### config.mk
export PLATFORM = sky130hd
export DESIGN_NAME = data_mem_master
export DESIGN_NICKNAME = d
export VERILOG_FILES = /design/src/rtl/data_mem_master.sv
export SDC_FILE = /design/constraint.sdc
export NUM_CORES = 1
export LEC_CHECK = 0
export CAP_MARGIN = 10
export CORE_UTILIZATION = 45
export CTS_BUF_LIST = sky130_fd_sc_hd__clkbuf_4
export CTS_CLUSTER_DIAMETER = 120
export DETAILED_ROUTE_END_ITERATION = 7
export PLACE_DENSITY = 0.95
export SLEW_MARGIN = 10
export SYNTH_ARGS = -nofsm -noshare
export SYNTH_HDL_FRONTEND = slang
export SYNTH_SLANG_ARGS = --single-unit
export TNS_END_PERCENT = 100
### constraint.sdc
create_clock -name clk -period 5.2 [get_ports clk]
set_input_delay 0.78 -clock clk [delete_from_list [all_inputs] [get_ports clk]]
set_output_delay 0.78 -clock clk [all_outputs]
set_load 0.02 [all_outputs]
### src/rtl/data_mem_master.sv
// data_mem_master: valid/ready access engine for a word-addressed data memory
// with combinational read and edge-triggered write.
// Ports:
//   clk, rst                             clock and synchronous active-high reset
//   req_valid/ready, req_we/addr/len     burst request (load or store)
//   wr_valid/ready, wr_data              store data beats
//   rsp_valid/ready, rsp_data/last/err   response beats
//   mem_we, mem_a, mem_di, mem_rd        memory pins
module data_mem_master #(
   parameter int DATA_WIDTH = 32,
   parameter int ADDR_WIDTH = 32,
   parameter int MEM_DEPTH  = 4,
   parameter int LEN_W      = $clog2(MEM_DEPTH) + 1
) (
   input  logic                  clk,
   input  logic                  rst,
   input  logic                  req_valid,
   output logic                  req_ready,
   input  logic                  req_we,
   input  logic [ADDR_WIDTH-1:0] req_addr,
   input  logic [LEN_W-1:0]      req_len,
   input  logic                  wr_valid,
   output logic                  wr_ready,
   input  logic [DATA_WIDTH-1:0] wr_data,
   output logic                  rsp_valid,
   input  logic                  rsp_ready,
   output logic [DATA_WIDTH-1:0] rsp_data,
   output logic                  rsp_last,
   output logic                  rsp_err,
   output logic                  mem_we,
   output logic [ADDR_WIDTH-1:0] mem_a,
   output logic [DATA_WIDTH-1:0] mem_di,
   input  logic [DATA_WIDTH-1:0] mem_rd
);

   localparam logic [2:0] IDLE  = 3'd0;
   localparam logic [2:0] WRITE = 3'd1;
   localparam logic [2:0] READ  = 3'd2;
   localparam logic [2:0] RDATA = 3'd3;
   localparam logic [2:0] RESP  = 3'd4;

   localparam logic [ADDR_WIDTH-1:0] STEP  = ADDR_WIDTH'(4);
   localparam logic [LEN_W-1:0]      ONE   = LEN_W'(1);
   localparam logic [ADDR_WIDTH:0]   DEPTH = (ADDR_WIDTH+1)'(MEM_DEPTH);

   logic [2:0]            state;
   logic [ADDR_WIDTH-1:0] addr_q;
   logic [LEN_W-1:0]      cnt_q;
   logic [DATA_WIDTH-1:0] data_q;
   logic                  err_q;

   // One extra bit so index + length can never wrap.
   logic [ADDR_WIDTH:0] end_idx;
   logic                req_bad;

   assign end_idx = (ADDR_WIDTH+1)'(req_addr[ADDR_WIDTH-1:2])
                  + (ADDR_WIDTH+1)'(req_len);

   assign req_bad = (req_addr[1:0] != 2'b00)
                  | (req_len == '0)
                  | (end_idx > DEPTH);

   logic last_rd;
   assign last_rd = (cnt_q == ONE);

   assign req_ready = (state == IDLE);
   assign wr_ready  = (state == WRITE);
   assign rsp_valid = (state == RDATA) | (state == RESP);
   assign rsp_last  = (state == RESP) | ((state == RDATA) & last_rd);
   assign rsp_err   = (state == RESP) & err_q;
   assign rsp_data  = data_q;

   assign mem_a  = addr_q;
   // Gate with rst so no write lands on a reset edge mid-burst.
   assign mem_we = (state == WRITE) & wr_valid & ~rst;
   assign mem_di = (state == WRITE) ? wr_data : '0;

   always_ff @(posedge clk) begin
      if (rst) begin
         state  <= IDLE;
         addr_q <= '0;
         cnt_q  <= '0;
         data_q <= '0;
         err_q  <= 1'b0;
      end else begin
         unique case (state)
            IDLE: begin
               if (req_valid) begin
                  if (req_bad) begin
                     state  <= RESP;
                     err_q  <= 1'b1;
                     data_q <= '0;
                  end else begin
                     addr_q <= req_addr;
                     cnt_q  <= req_len;
                     err_q  <= 1'b0;
                     state  <= req_we ? WRITE : READ;
                  end
               end
            end
            WRITE: begin
               if (wr_valid) begin
                  addr_q <= addr_q + STEP;
                  cnt_q  <= cnt_q - ONE;
                  if (last_rd) begin
                     state  <= RESP;
                     data_q <= '0;
                  end
               end
            end
            READ: begin
               data_q <= mem_rd;
               state  <= RDATA;
            end
            RDATA: begin
               if (rsp_ready) begin
                  if (last_rd) begin
                     state  <= IDLE;
                     data_q <= '0;
                  end else begin
                     addr_q <= addr_q + STEP;
                     cnt_q  <= cnt_q - ONE;
                     state  <= READ;
                  end
               end
            end
            RESP: begin
               if (rsp_ready) begin
                  state  <= IDLE;
                  err_q  <= 1'b0;
                  data_q <= '0;
               end
            end
            default: state <= IDLE;
         endcase
      end
   end

endmodule

* Yosys cells after proc, flatten, opt, wreduce, memory -nomap -nowiden
Cells that the tools add are included.
W data, S select, Z words.
** Operators by class
- $add $sub $neg :: 3
- Magnitude comparators :: 1
- Equal/unequal tests :: 13
- Mux-type cells :: 33
- Bitwise operators :: 9
- Reductions and logical operators :: 10
** Operators by type and width (count)
- $mux W32 :: 12
- $pmux W32 S5 :: 1
- $pmux W32 S3 :: 1
- $mux W3 :: 11
- $add A32 B3 Y32 const B :: 1
- $add A30 B3 Y31 :: 1
- $gt A31 B3 Y1 const B :: 1
- $pmux W3 S5 :: 1
- $ne A2 B2 Y1 const B :: 6
- $reduce_and A6 Y1 :: 2
- $pmux W3 S3 :: 1
- $eq A3 B1 Y1 const B :: 2
- $eq A3 B2 Y1 const B :: 2
- $logic_not A3 Y1 :: 2
- $reduce_and A5 Y1 :: 1
- $reduce_bool A5 Y1 :: 1
- $and A1 B1 Y1 :: 4
- $mux W2 :: 2
- $ne A2 B1 Y1 const B :: 2
- $or A1 B1 Y1 :: 4
- $reduce_bool A2 Y1 :: 2
- $eq A3 B3 Y1 const B :: 1
- $mux W1 :: 3
- $reduce_and A3 Y1 :: 1
- other kinds (4) :: 4
** Storage, ports and cells
- Register bits after elaboration :: 71
- Output and inout bits :: 102
- Word-level logic and storage cells :: 74

* Depth between registers and ports, before layout
- Depth in word-level cells :: 6
- Mapped depth :: 13
- Depth with buffers taken out :: 11

* Least setup slack after synthesis
No wires, ideal clock.
- Path kind :: in2reg
- Start :: input req_addr[2]
- End :: register addr_q[28] (netlist: mem_a[28])
- Library setup time :: 0.131 ns
- Data arrival time :: 3.620 ns
- Required time :: 5.069 ns
- Slack :: 1.449 ns
- Stages on the path :: 13
- Path buffers :: 2
- Path through :: ha_1 -> fa_1 -> a21oi_1 -> nor3_1 -> nand4_1 -> mux2_2 -> a2111oi_2 -> nand2_1 -> o41a_1 -> buf_6 -> buf_8 -> a211oi_1 -> nor3_1
** On the way
- Cells in the longest elaborated chain, start to end :: 5
** Ends and longest elaborated chain
- from (decl) :: RTL line 20 : input logic [ADDR_WIDTH-1:0] req_addr,
- $add A30 B3 Y31 :: RTL line 57 : + (ADDR_WIDTH+1)'(req_len);
- $gt A31 B3 Y1 :: RTL line 61 : | (end_idx > DEPTH);
- $or A1 B1 Y1 :: RTL line 61
- $ne A2 B2 Y1 (no source line)
- $reduce_and A6 Y1 (no source line)
- to (signal assigned) :: RTL line 94 : addr_q <= req_addr;
- to (signal assigned) :: RTL line 103 : addr_q <= addr_q + STEP;
- to (signal assigned) :: RTL line 121 : addr_q <= addr_q + STEP;
- to (decl) :: RTL line 47 : logic [ADDR_WIDTH-1:0] addr_q;
Every way passes these cells.
A chain may end at the register's enable or synchronous reset.

* Final worst setup path
- Start :: input req_len[0]
- End :: register addr_q[28] (netlist: mem_a[28])
** On the way
- Cells in the longest elaborated chain, start to end :: 5
- Elaborated cells on any way between the ends :: 7
- Those cells by class :: add/sub (1); order compare (1); eq/ne (1); bitwise (2); reduce/logical (2)
** Ends and longest elaborated chain
- from (decl) :: RTL line 21 : input logic [LEN_W-1:0] req_len,
- $add A30 B3 Y31 / $logic_not A3 Y1 (equally long branches) :: RTL line 57, 60
- $gt A31 B3 Y1 / $or A1 B1 Y1 (equally long branches) :: RTL line 61, 60
- $or A1 B1 Y1 (*) :: RTL line 61
- $ne A2 B2 Y1 (no source line) (*)
- $reduce_and A6 Y1 (no source line) (*)
Every way passes the cells marked *; elsewhere a longest branch is shown, timed or not.

==> flow_metrics.tcl <==
set metrics [dict create \
    status "finished, final reports clean" \
    yosys.area_share.simple 0.329 \
    grt_pass1_wl_um 26800 \
    seq_area_frac_synth 0.303 \
    post_cts_resize_count 0 \
    clkPwrFrac 0.275 \
    crit_cells 13 \
    fp.coreArea_um2 9950 \
    crit_buf_inv 2 \
    avgViaCountPerCell 6.08 \
    die_width_um 104 \
    multiInputGateArea_um2 3030 \
    p_switching_uw 385 \
    insertion_delay_ns 0.45 \
    first_pass_iters 5 \
    crit_path_start "req_len[0]" \
    dp_hpwl_um 12700 \
    slowest_delay_ns 0.52 \
    synth_seq_cells 71 \
    routedWlPerCell_um 18.4 \
    post_cts_buffers 0 \
    cts.path.max_buffers 2 \
    period_needed_ns 4.35 \
    rows 36 \
    gp_congestion 0.944 \
    r2r-end "mem_a[26]" \
    port_buffers 206 \
    hp-class "reg -> reg" \
    synth_top_flop_cell "dfxtp_1" \
    cp-start-kind "primary input" \
    peakVddDrop_mv 0.152 \
    start_util 0.471 \
    hold_buffers 0 \
    rrSetupSlack_ns 2.14 \
    grt_pass1_vias 5065 \
    fin_nets 896 \
    drc 0 \
    swShare 0.325 \
    hold_violations 0 \
    synth_cells 599 \
    p_comb_frac 0.236 \
    cts-buffers-inserted 9 \
    synth_compound_area_frac 0.241 \
    ys_types 66 \
    p_seq_frac 0.489 \
    cp_slowest_cell "a21oi_1" \
    rr_startpoint "mem_a[2]" \
    n_fill_cell 764 \
    rsz0062_at_grt "false" \
    numClockSinks 71 \
    setup_viol 0 \
    tns_ns 0 \
    synth-edff-count 0 \
    synth_area_um2 4690 \
    critPathTopFamily "compound AO/OA/AOI/OAI gates" \
    fin_crit_sh 0.837 \
    syn_to_final_growth_pct 47.4 \
    synth_top_family_by_area "simple AND/OR/NAND/NOR gates" \
    total_power_mw 1.19 \
    fmax_mhz 230 \
    cp.required_ns 5.51 \
    async_reset_ff_frac 0 \
    synthAdderAreaFrac 0.0203 \
    syn_nets 711 \
    num_vias 5609 \
    die_y_um 104 \
    drtAntennaViolNets 0 \
    endpoint "mem_a[28]" \
    critPathMaxFanout 32 \
    final.setup_skew_ns 0.0136 \
    path_class "in -> reg" \
    p_per_area_nw_per_um2 171 \
    drtIter0Drc 475 \
    cts_max_level 3 \
    worst_slew_pin_slew_ns 0.686 \
    ioPinCount 207 \
    root_buffer "clkbuf_4" \
    track_usage 0.307 \
    layout-drive-gt1-share 0.0520 \
    regArea_um2 1420 \
    synth_mux_area_frac 0.0493 \
    cts_tree "yes" \
    p_leak_nw 2.59 \
    end_kind "register" \
    antenna_cells_inserted 0 \
    crit_arrival_ns 4.66 \
    drt_wl_total_um 17000 \
    antenna_found_initial 0 \
    grt_start_max_net_pins 58 \
    maxCapViolCount 0 \
    clk_pin_slew_ns 0.12 \
    internal-power_uw 801 \
    relSlewSlack 0.539 \
    slew_viol_final 0 \
    reg2regPathDepth 10 \
    yosysWarnings 0 \
    overflow 0 \
    postSynthAreaPerCell_um2 7.83 \
    path_cells "clkdlybuf4s50_1 -> ha_1 -> fa_1 -> a21oi_1 -> or4_1 -> or3_1 -> nand4_1 -> a2111oi_2 -> nand2_1 -> o41a_1 -> buf_4 -> a211oi_1 -> nor3_1" \
    dieArea_um2 10800 \
    synth_xor_area_frac 0.00373 \
]
==> cells in the mapped netlist (all sizes together), types with 3 or more instances <==
| library cell | instances | area share |
|---|---|---|
| nand3b | 5 | 0.0080 |
| nand4 | 22 | 0.031 |
| a32oi | 5 | 0.0093 |
| and4 | 3 | 0.0056 |
| a31oi | 5 | 0.0067 |
| a21oi | 23 | 0.025 |
| ha | 6 | 0.016 |
| inv | 13 | 0.010 |
| clkbuf | 25 | 0.020 |
| mux2i | 22 | 0.047 |
| nor3b | 3 | 0.0048 |
| nor3 | 18 | 0.019 |
| a311oi | 4 | 0.0075 |
| or3 | 8 | 0.011 |
| nand2 | 71 | 0.057 |
| a2111oi | 3 | 0.0069 |
| buf | 16 | 0.024 |
| o31ai | 23 | 0.037 |
| nor2b | 7 | 0.0093 |
| and2 | 8 | 0.011 |
| o22ai | 4 | 0.0053 |
| nand3 | 32 | 0.034 |
| o21ai | 27 | 0.029 |
| or2 | 5 | 0.0067 |
| a211oi | 8 | 0.013 |
| nor2 | 35 | 0.028 |
| a21o | 5 | 0.0080 |
| dfxtp | 71 | 0.30 |
| or4 | 8 | 0.014 |
| a22o | 34 | 0.063 |
| and3 | 39 | 0.052 |
| nand2b | 5 | 0.0067 |
| nand4b | 4 | 0.0075 |
| nor4 | 7 | 0.011 |
==> cell type report <==
cell class	count	share of cell area
clock buffer	9	0.00977
clock inverter	7	0.00814
inverter	13	0.00705
multi-input combinational	474	0.437
sequential	71	0.206
tap	133	0.0241
timing repair buffer	215	0.308
==> worst min path at each step <==
stage / from / endpoint / slack [ns] / depth (start not counted)
floorplan: err_q / err_q / 0.44 / 2
finish: rsp_data[4] / rsp_data[4] / 0.49 / 1
global placement: rsp_data[4] / rsp_data[4] / 0.46 / 1
CTS: rsp_data[4] / rsp_data[4] / 0.49 / 1
global route: rsp_data[4] / rsp_data[4] / 0.51 / 1
detailed placement: rsp_data[12] / rsp_data[12] / 0.46 / 1
==> power groups by stage <==
stage	combinational (mW)	clock, mW	sequential [mW]
finish	0.279	0.327	0.580
detailed placement	0.274	0	0.591
global placement	0.267	0	0.591
global route	0.298	0.357	0.583
CTS	0.276	0.330	0.579
floorplan	0.117	0	0.599
==> cell families (layout without fill, tap and decap cells) <==
| kind of cell | Yosys count | in the layout |
|---|---|---|
| simple gates | 285 | 285 |
| compound gates | 157 | 157 |
| flops | 71 | 71 |
| buf+inv | 54 | 244 |
| mux | 23 | 23 |
| fa+ha+maj | 7 | 7 |
| xor+xnor | 2 | 2 |
==> per-stage QoR <==
step / cells / cell area, um^2 / hold WS, ns / setup WS [ns] / util
after floorplan: 599 / 4690 / 0.445 / 1.45 / -
after global placement: 906 / 6790 / 0.456 / 0.576 / 0.682
after detailed placement: 906 / 6790 / 0.457 / 0.441 / 0.682
after CTS: 922 / 6920 / 0.491 / 0.885 / 0.695
after global routing: 922 / 6920 / 0.505 / 0.582 / 0.695
final: 922 / 6920 / 0.490 / 0.848 / 0.695
==> per-layer routing <==
layer / wire length [um] / global-route usage
met5: 0 / 0
met4: 308 / 0.0939
met3: 1340 / 0.0576
met2: 8350 / 0.520
met1: 6990 / 0.393
==> sequential cells by signal, indices dropped and copies added (netlist names) <==
| register | count |
|---|---|
| state | 3 |
| mem_a | 32 |
| rsp_data | 32 |
| cnt_q | 3 |
| err_q | 1 |
==> cell usage in the layout (no fill, tap or decap), types with 7 or more instances in the layout <==
master / netlist / routed
o31ai_1: 23 / 23
clkbuf_4: 0 / 9
nor2_1: 35 / 34
or3_1: 8 / 8
nand3_1: 32 / 32
clkdlybuf4s50_1: 0 / 206
nor3_1: 18 / 18
nand2_1: 71 / 71
and2_1: 8 / 8
nor2b_1: 7 / 7
buf_4: 2 / 9
or4_1: 7 / 7
inv_1: 13 / 13
and3_1: 39 / 39
o21ai_0: 27 / 27
mux2i_1: 22 / 22
a211oi_1: 8 / 8
dfxtp_1: 71 / 70
a21oi_1: 22 / 22
nand4_1: 21 / 21
a22o_1: 34 / 34
Note: power is estimated with default switching activity, not from simulation.
